## src/rtl/fetch_pc_unit.sv

```systemverilog
// Fetch-stage program counter with redirect sources, a circular return
// address stack for zero-bubble call/return, and a free-running cycle counter.
module fetch_pc_unit #(
  parameter int ADDR_WIDTH  = 16,
  parameter int PC_STEP     = 2,
  parameter int RAS_DEPTH   = 4,
  parameter int CYCLE_WIDTH = 32
) (
  input  logic                   clk,
  input  logic                   reset,
  input  logic                   stall,
  input  logic                   flush,
  input  logic [ADDR_WIDTH-1:0]  flush_address,
  input  logic                   ras_clear,
  input  logic                   is_jmp,
  input  logic                   is_call,
  input  logic                   is_ret,
  input  logic                   is_branch,
  input  logic                   take_branch,
  input  logic [ADDR_WIDTH-1:0]  target_address,
  input  logic [ADDR_WIDTH-1:0]  branch_predict,
  input  logic [ADDR_WIDTH-1:0]  decode_pc,
  output logic [ADDR_WIDTH-1:0]  pc,
  output logic                   branch_taken,
  output logic [ADDR_WIDTH-1:0]  branch_taken_address,
  output logic                   ras_empty,
  output logic                   ras_full,
  output logic                   ras_underflow,
  output logic [CYCLE_WIDTH-1:0] cycle_count
);

  localparam int PTR_W = (RAS_DEPTH > 1) ? $clog2(RAS_DEPTH) : 1;
  localparam logic [PTR_W:0] DEPTH_COUNT = (PTR_W + 1)'(RAS_DEPTH);
  localparam logic [ADDR_WIDTH-1:0] STEP = ADDR_WIDTH'(PC_STEP);

  logic [ADDR_WIDTH-1:0] ras_mem [RAS_DEPTH];
  logic [PTR_W-1:0]      ras_ptr;
  logic [PTR_W-1:0]      ras_top;
  logic [PTR_W:0]        ras_count;
  logic                  push_en;

  assign ras_top   = ras_ptr - 1'b1;
  assign ras_empty = (ras_count == '0);
  assign ras_full  = (ras_count == DEPTH_COUNT);

  // A call only pushes when no higher-priority source claims the edge.
  assign push_en = !reset && !flush && !stall && !is_ret && is_call;

  // Pushing at the pointer when full naturally overwrites the oldest entry.
  always_ff @(posedge clk) begin
    if (push_en) begin
      ras_mem[ras_ptr] <= decode_pc + STEP;
    end
  end

  always_ff @(posedge clk) begin
    if (reset) begin
      pc                   <= '0;
      branch_taken         <= 1'b0;
      branch_taken_address <= '0;
      ras_underflow        <= 1'b0;
      cycle_count          <= '0;
      ras_ptr              <= '0;
      ras_count            <= '0;
    end else begin
      cycle_count   <= cycle_count + 1'b1;
      ras_underflow <= 1'b0;
      if (flush) begin
        pc           <= flush_address;
        branch_taken <= 1'b0;
        if (ras_clear) begin
          ras_ptr   <= '0;
          ras_count <= '0;
        end
      end else if (stall) begin
        pc <= pc;
      end else if (is_ret) begin
        branch_taken <= 1'b0;
        if (!ras_empty) begin
          pc        <= ras_mem[ras_top];
          ras_ptr   <= ras_top;
          ras_count <= ras_count - 1'b1;
        end else begin
          pc            <= target_address;
          ras_underflow <= 1'b1;
        end
      end else if (is_call) begin
        pc           <= target_address;
        branch_taken <= 1'b0;
        ras_ptr      <= ras_ptr + 1'b1;
        if (!ras_full) begin
          ras_count <= ras_count + 1'b1;
        end
      end else if (is_jmp) begin
        pc           <= target_address;
        branch_taken <= 1'b0;
      end else if (is_branch && take_branch) begin
        pc                   <= branch_predict;
        branch_taken         <= 1'b1;
        branch_taken_address <= branch_predict;
      end else begin
        pc           <= pc + STEP;
        branch_taken <= 1'b0;
      end
    end
  end

endmodule

```

## config.mk

```make
export PLATFORM = sky130hd
export DESIGN_NAME = fetch_pc_unit
export DESIGN_NICKNAME = d
export VERILOG_FILES = /design/src/rtl/fetch_pc_unit.sv
export SDC_FILE = /design/constraint.sdc
export NUM_CORES = 1
export LEC_CHECK = 0
export CAP_MARGIN = 20
export CORE_MARGIN = 3
export CORE_UTILIZATION = 50
export CTS_CLUSTER_SIZE = 40
export DETAILED_ROUTE_END_ITERATION = 7
export HOLD_SLACK_MARGIN = 0.12
export MAX_ROUTING_LAYER = met4
export PLACE_DENSITY = 0.79
export REMOVE_ABC_BUFFERS = 1
export SYNTH_ARGS = -nofsm -noshare
export SYNTH_HDL_FRONTEND = slang
export SYNTH_SLANG_ARGS = --single-unit
```

## constraint.sdc

```tcl
create_clock -name clk -period 5.5 [get_ports clk]
set_clock_uncertainty 0.15 [all_clocks]
set_input_delay 1.1 -clock clk [delete_from_list [all_inputs] [get_ports clk]]
set_output_delay 1.1 -clock clk [all_outputs]
set_load 0.03 [all_outputs]
```

; ---- After elaboration in Yosys (flattened, before gate mapping)
; Memory sizes are Yosys's and may differ from the RTL's.
; Cells that the tools add are included.
[totals]
inputBits = 74
mem_bits_ro = 0
latchBits = 0
regBits = 71
ramBits = 64
memories = 1
word_cells = 68
output_inout_bits = 68
[classes]
shift = 0
n_div = 0
bitwise_logic = 5
order_cmp = 0
n_mul = 0
n_reduce_logical = 16
eq_ne = 5
mux = 27
add_sub_neg = 7
[memory_table]
columns = name, depth, word_bits, rd, rd_clocked_by_memory_dff, wr, line_no
row1 = ras_mem, 4, 16, 1, 0, 1, 36  ; logic [ADDR_WIDTH-1:0] ras_mem [RAS_DEPTH];
[ops]
columns = operator, count
row1 = $mux 16, 7
row2 = $add 16x2->16 const B, 2
row3 = $add 32x1->32 const B, 1
row4 = $mux 3, 7
row5 = $mux 2, 6
row6 = $mux 1, 7
row7 = $ne 3x3->1 const B, 2
row8 = $reduce_and 6->1, 1
row9 = $logic_and 1x1->1, 5
row10 = $not 1->1, 5
row11 = $reduce_and 5->1, 1
row12 = $logic_not 1->1, 4
row13 = $ne 2x1->1 const B, 2
row14 = $reduce_and 4->1, 1
row15 = $reduce_or 4->1, 1
row16 = $add 3x1->3 const B, 1
row17 = $eq 3x3->1 const B, 1
row18 = $logic_not 3->1, 1
row19 = $reduce_bool 3->1, 1
row20 = $sub 3x1->3 const B, 1
row21 = $add 2x1->2 const B, 1
row22 = $reduce_or 2->1, 1
row23 = $sub 2x1->2 const B, 1

; ---- Depth between registers and ports, before layout
; Gate-level depths: netlist of the first run.
[depth]
word_depth = 7
ltp_mapped = 11
ltp_nobuf = 7

; ---- Worst setup path before layout of the first run
; OpenSTA, ideal clock, no wires.
[synth_path]
path_kind = input port to flip-flop
startpoint = in flush
endpoint = mem ras_mem[0][0], enable pin
arrival_time_ns = 2.475
path_slack_ns = 2.501
stages = 5
t_required_ns = 4.976
cell_sequence = buf_2 or2_1 buf_2 nor4b_1 and2_1
[synth_via]
elab_chain_cells = 7
[synth_rtl]
columns = item, line_no
row1 = "start, declared", 12  ; input logic flush,
row2 = $logic_not 1->1, 47  ; assign push_en = !reset && !flush && !stall && !is_ret && is_call;
row3 = $logic_and 1x1->1 (4 in series), 47
row4 = $mux 1, 51  ; if (push_en) begin
row5 = $mux 1 (not written as such), 52  ; ras_mem[ras_ptr] <= decode_pc + STEP;
row6 = "end, declared", 36
; No other way between the ends.

; ---- Worst setup path in the final report of the first run
[layout_path]
startpoint = in is_ret
endpoint = mem ras_mem[2][12], enable pin
[layout_via]
elab_chain_cells = 5
[layout_rtl]
columns = item, line_no
row1 = "start, declared", 17  ; input logic is_ret,
row2 = $logic_not 1->1, 47
row3 = $logic_and 1x1->1 (2 in series), 47
row4 = $mux 1, 51
row5 = $mux 1 (not written as such), 52
; No other way between the ends.

==> results.cfg, run 1 <==
[timing]
rsz0062_at_grt = no
setup_viol = 0
period_minus_slack_ns = 3.89
drv_slew = 0
slew_headroom_pct = 26.0
worst_slack_ns = 1.61
fin_crit_sh_pct = 70.7
fin_tns_setup_ns = 0
worstMarginPinSlew_ns = 1.11
fmax_ghz = 0.257
hold_viol_final = 0
hold_slack_ns = 0.304

[final_layout]
syn_to_final_growth_pct = 30.9
n_antenna_cell = 0
instances_no_fill = 949
fin_nets = 846
drive_gt1_share_pct = 8.49
finish.utilization_pct = 67.5
fillCellCount = 1017
final_area_um2 = 8580

[synth]
synth_ff_type = dfxtp_1
synthTopCellsByArea = edfxtp_1 29%, dfxtp_1 22%, mux4_2 5.5%
yosys_register_bits = 135
synthSimpleGateAreaFrac_pct = 19.9
synth_top_family_by_area = simple AND/OR/NAND/NOR gates
yosys.area.top_type_share_pct = 29.3
synth-edff-count = 64
syn_area_um2 = 6560
yosys-top-cells-count = 72 x nand2_1, 71 x dfxtp_1, 70 x nor2_1
yosysMostFrequentCell = nand2_1
synth_top_area_cell = edfxtp_1
ys_warn_count = 0
syn_inst = 636
synth_cell_types = 61
synth_adder_area_share_pct = 1.64
synth.mux.area_fraction_pct = 6.83
synth-xor-area-share_pct = 6.55
syn_area_per_cell_um2 = 10.3
ys_seq_area_share_pct = 51.0
synth_compound_gate_area_share_pct = 10.9
async_reset_ff_share_pct = 0

[clock_network]
cts_root_buf = clkbuf_16
cts_resized = 0
cts.sinks = 135
clk_path_buf_depth = 2
clkTransAtPathRegs_ns = 0.05
cts_htree_levels = 4
cts_inserted_buffers = 17
clk-insertion-delay-late_ns = 0.42
cts_tree = done
postCtsSetupBuffers = 0
hold_buffers = 0

[worst_setup_path]
crit_slowest_cell = and2_1
end_kind = flip-flop
start_kind = input pin
critPathMaxFanout = 16
worstSetupPathType = input pin to flip-flop
crit_chain = clkdlybuf4s50_1 > or2_1 > nor4b_1 > and2_1
arrival_ns = 3.78
cp-startpoint = is_ret
r2r-start = ras_ptr[0]
path_buf_inv = 1
worstPathRequired_ns = 5.40
cp_top_family = simple AND/OR/NAND/NOR gates
max_stage_delay_ns = 0.75

[floorplan]
die_h_um = 121
core-area_um2 = 12700
rows = 41
die-area_um2 = 14500
dieWidth_um = 121
io_pins = 142
start_util_pct = 51.5

[detailed_routing]
avgRoutedWirePerCell_um = 18.5
route.detailed.drc = 0
first_pass_iters = 5
dr.first_iter.drc_count = 553
vias_per_cell = 5.81
vias = 5516
ant_nets = 0
drt-total-wl_mm = 17.5

[placed_design]
port-buffer-count = 141
place_hpwl_mm = 12.8
globalplace.congestion = 0.928
dpl_cell_area_um2 = 8040
preCtsSetupSlack_ns = 1.22
placed_cells = 917

[job]
drv_cap = 0

[grt]
track_usage_pct = 25.1
overflow = 0
grt_first_pass_wirelength_mm = 27.5
grt_pass1_vias = 5338
antenna_found_initial = 0
grt_max_degree = 65

[hold_path]
worstHoldPathType = flip-flop to flip-flop
worstHoldStart = branch_taken_address[10]

[power_and_ir_drop]
power_mw = 2.43
p_leak_nw = 2.93
p_per_area_nw_per_um2 = 283
peakVddDrop_mv = 0.231

[status]
status = complete, no violations
## report_power, final
part | leakage (nW) | switching, mW | total, mW | internal (mW)
Combinational | 1.52 | 0.167 | 0.305 | 0.138
Sequential | 1.15 | 0.0230 | 1.09 | 1.07
Clock | 0.260 | 0.419 | 1.03 | 0.613
## worst paths after layout
kind,to,slack (ns),cells after the start
hold / removal,branch_taken_address[10],0.30,2
hold reg to reg,branch_taken_address[10],0.30,2
setup reg to reg,pc[2],2.33,8
setup / recovery,ras_mem[2][12],1.61,4
## metal layers
layer / global-route usage (%) / vias to the layer above / wire (um)
met5: - / - / 0
met4: 11.0 / 0 / 541
met3: 6.36 / 39 / 1440
met2: 39.3 / 274 / 8460
met1: 31.0 / 2621 / 7080
li1: - / 2582 / -
## worst reg2reg max path: stages, from the launching register on
cell and delay (ns):
dfxtp_1 0.30, buf_4 0.34, inv_1 0.13, ha_1 0.79, mux4_2 0.46, nand2_1 0.10, a21oi_1 0.09, a2111oi_0 0.56
nor3_1 0.10
## cells by family (layout without fill, tap and decap cells)
group	count (synthesis)	after routing
AOI/OAI and AO/OA	114	114
xor gates and xnor gates	49	49
adders and majority gates	8	8
buffers and inverters	49	190
DFF	135	135
muxes	24	24
and+or+nand+nor	257	257
## sequential cells by signal (all words and copies together), names as in the netlist
signal / count
ras_mem: 64
cycle_count: 32
branch_taken_address: 16
pc: 16
ras_count: 3
ras_ptr: 2
branch_taken: 1
ras_underflow: 1
## cells in the final DEF, fill, tap and decap left out, drive strengths merged, types with 18 or more instances in the layout
cell,netlist,final
nand3,30,30
nor2,71,71
edfxtp,64,64
clkdlybuf4s50,0,140
a21oi,52,52
xor2,24,24
nand2,72,72
dfxtp,71,71
xnor2,25,25
clkbuf,20,18
nand4,21,21
## cell type report
class                   count  area [um^2]  share of cell area [%]
flip-flops and latches    135         3340                    39.0
multi-input cells         452         3000                    35.0
clock inverters            14          110                    1.28
clock buffers              18          429                    5.00
inverters                  14         52.6                   0.612
repair buffers            144         1430                    16.6
well taps                 172          215                    2.51
(Power assumes the default switching activity.)
==> inputs of run 2 (changes only) <==
--- a/config.mk
+++ b/config.mk
@@ -7,12 +7,12 @@
 export LEC_CHECK = 0
 export CAP_MARGIN = 20
 export CORE_MARGIN = 3
-export CORE_UTILIZATION = 50
+export CORE_UTILIZATION = 46
 export CTS_CLUSTER_SIZE = 40
 export DETAILED_ROUTE_END_ITERATION = 7
 export HOLD_SLACK_MARGIN = 0.12
 export MAX_ROUTING_LAYER = met4
-export PLACE_DENSITY = 0.79
+export PLACE_DENSITY = 0.76
 export REMOVE_ABC_BUFFERS = 1
 export SYNTH_ARGS = -nofsm -noshare
 export SYNTH_HDL_FRONTEND = slang
==> constraint.sdc (replaced) <==
create_clock -name clk -period 3.45 [get_ports clk]
set_clock_uncertainty 0.15 [all_clocks]
set_input_delay 0.69 -clock clk [delete_from_list [all_inputs] [get_ports clk]]
set_output_delay 0.69 -clock clk [all_outputs]
set_load 0.03 [all_outputs]
==> results.cfg, run 2 (synthesized netlist as in run 1, its figures left out) <==
[status]
status = complete, no violations

[detailed_routing]
ant_nets = 0
met2_length_mm = 8.39
drt-total-wl_mm = 17.9
topRoutingLayerUsed = met4
vias = 5445
first_pass_iters = 5
wl_met3_mm = 1.15
drt-met1-wl_mm = 7.73
avgRoutedWirePerCell_um = 18.5
vias_per_cell = 5.63
dr.first_iter.drc_count = 368
route.detailed.drc = 0

[worst_setup_path]
start_kind = flip-flop
worstPathRequired_ns = 2.61
arrival_ns = 2.25
reg2reg_depth = 7
critPathMaxFanout = 13
rrSetupSlack_ns = 0.99
worstSetupPathType = flip-flop to output pin
r2r-end = pc[5]
r2r-start = ras_ptr[1]
end_kind = output pin

[floorplan]
io_pins = 142
die_h_um = 125
start_util_pct = 48.2
core-area_um2 = 13600
die-area_um2 = 15700
rows = 42
dieWidth_um = 125

[final_layout]
n_antenna_cell = 0
largest_reg_flops = 64
regArea_um2 = 3340
layout_commonest_cell = clkdlybuf4s50_1
layout_common_cells = 140 x clkdlybuf4s50_1, 72 x nand2_1, 71 x dfxtp_1, 70 x nor2_1, 64 x edfxtp_1
reg_top3 = ras_mem (64), cycle_count (32)
regMostFlops = ras_mem
syn_to_final_growth_pct = 33.5
fillCellCount = 1023
drive_gt1_share_pct = 10.7
multiInputGateArea_um2 = 3000
fin_nets = 860

[clock_network]
cts_htree_levels = 4
cts_inserted_buffers = 17
postCtsSetupBuffers = 0
clk-insertion-delay-late_ns = 0.43
cts_tree = done
cts.sinks = 135
clk_path_buf_depth = 2
cts_resized = 0
cts_root_buf = clkbuf_16
hold_buffers = 0
clkTransAtPathRegs_ns = 0.06

[power_and_ir_drop]
p_seq_share_pct = 43.0
netSwitchingFraction_pct = 26.9
p_leak_nw = 3.03
p_int_mw = 2.97
switchingPower_mw = 1.09
peakVddDrop_mv = 0.314
combPwrFrac_pct = 12.2
p_per_area_nw_per_um2 = 464
power_frac_clock_pct = 44.8

[placed_design]
globalplace.congestion = 0.939
place_hpwl_mm = 13.1
port-buffer-count = 141

[timing]
setup_viol = 0
fin_crit_sh_pct = 89.7
drv_slew = 0
fin_tns_setup_ns = 0
hold_slack_ns = 0.307
worstMarginPinSlew_ns = 0.614
slew_headroom_pct = 59.0
period_minus_slack_ns = 3.09
rsz0062_at_grt = no
hold_viol_final = 0
fmax_ghz = 0.323

[grt]
grt_max_degree = 45
overflow = 0
grt_pass1_vias = 5478
antenna_found_initial = 0
grt_first_pass_wirelength_mm = 28.8
track_usage_pct = 23.7

[hold_path]
holdPathStages = 2
worstHoldPathType = flip-flop to flip-flop
min_to = branch_taken_address[10]
worstHoldStart = branch_taken_address[10]

[job]
drv_cap = 0
## run 2: cell count changes in the layout (fill, tap and decap cells not counted), sizes merged
| cell | previous run | this run |
|---|---|---|
| clkbuf | 18 | 17 |
| clkinvlp | 2 | 1 |
| inv | 15 | 25 |
| clkinv | 10 | 2 |
| buf | 4 | 18 |
## run 2: worst max-delay path: stages, from the launching register on
cell and delay [ns]:
dfxtp_1 0.37, or3_1 0.61, inv_1 0.15, clkdlybuf4s50_1 0.69
## run 2: worst max-delay path by stage
| stage | from | end | slack [ns] |
|---|---|---|---|
| after CTS | ras_count[0] | ras_empty | 0.34 |
| after global routing | ras_count[0] | ras_empty | 0.28 |
| final | ras_count[0] | ras_empty | 0.36 |
| after detailed placement | flush | pc[12] | 0.49 |
| after global placement | flush | pc[12] | 0.61 |
| after floorplan | ras_ptr[0] | pc[5] | 0.48 |
## run 2: area by class of cell
cell class	count	area share, %
multi-input combinational	452	34.3
clock inverter	15	1.96
tap	176	2.52
sequential	135	38.2
clock buffer	17	4.86
timing repair buffer	158	17.5
inverter	14	0.601
## run 2: power by group through the flow
stage | logic [mW] | clock network [mW] | registers, mW
finish | 0.496 | 1.82 | 1.75
global route | 0.535 | 1.91 | 1.75
CTS | 0.496 | 1.84 | 1.74
detailed placement | 0.491 | 0 | 1.78
global placement | 0.483 | 0 | 1.78
floorplan | 0.198 | 0 | 1.82
## run 2: routing by layer
metal  GRT usage, %  up-vias
li1               -     2610
met1           30.8     2562
met2           36.6      221
met3           4.39       52
met4           10.1        0
met5              -        -
## run 2: through the flow
| step | power, mW | setup WS, ns | instance area, um^2 | util (%) | cells |
|---|---|---|---|---|---|
| 3_5_place_dp | 2.27 | 0.494 | 8150 | 59.9 | 935 |
| 4_1_cts | 4.08 | 0.338 | 8750 | 64.3 | 967 |
| 6_report | 4.06 | 0.356 | 8750 | 64.3 | 967 |
| 5_1_grt | 4.20 | 0.275 | 8750 | 64.3 | 967 |
| 3_3_place_gp | 2.26 | 0.610 | 8150 | 59.9 | 935 |
| 2_1_floorplan | 2.01 | 0.481 | 6400 | - | 601 |
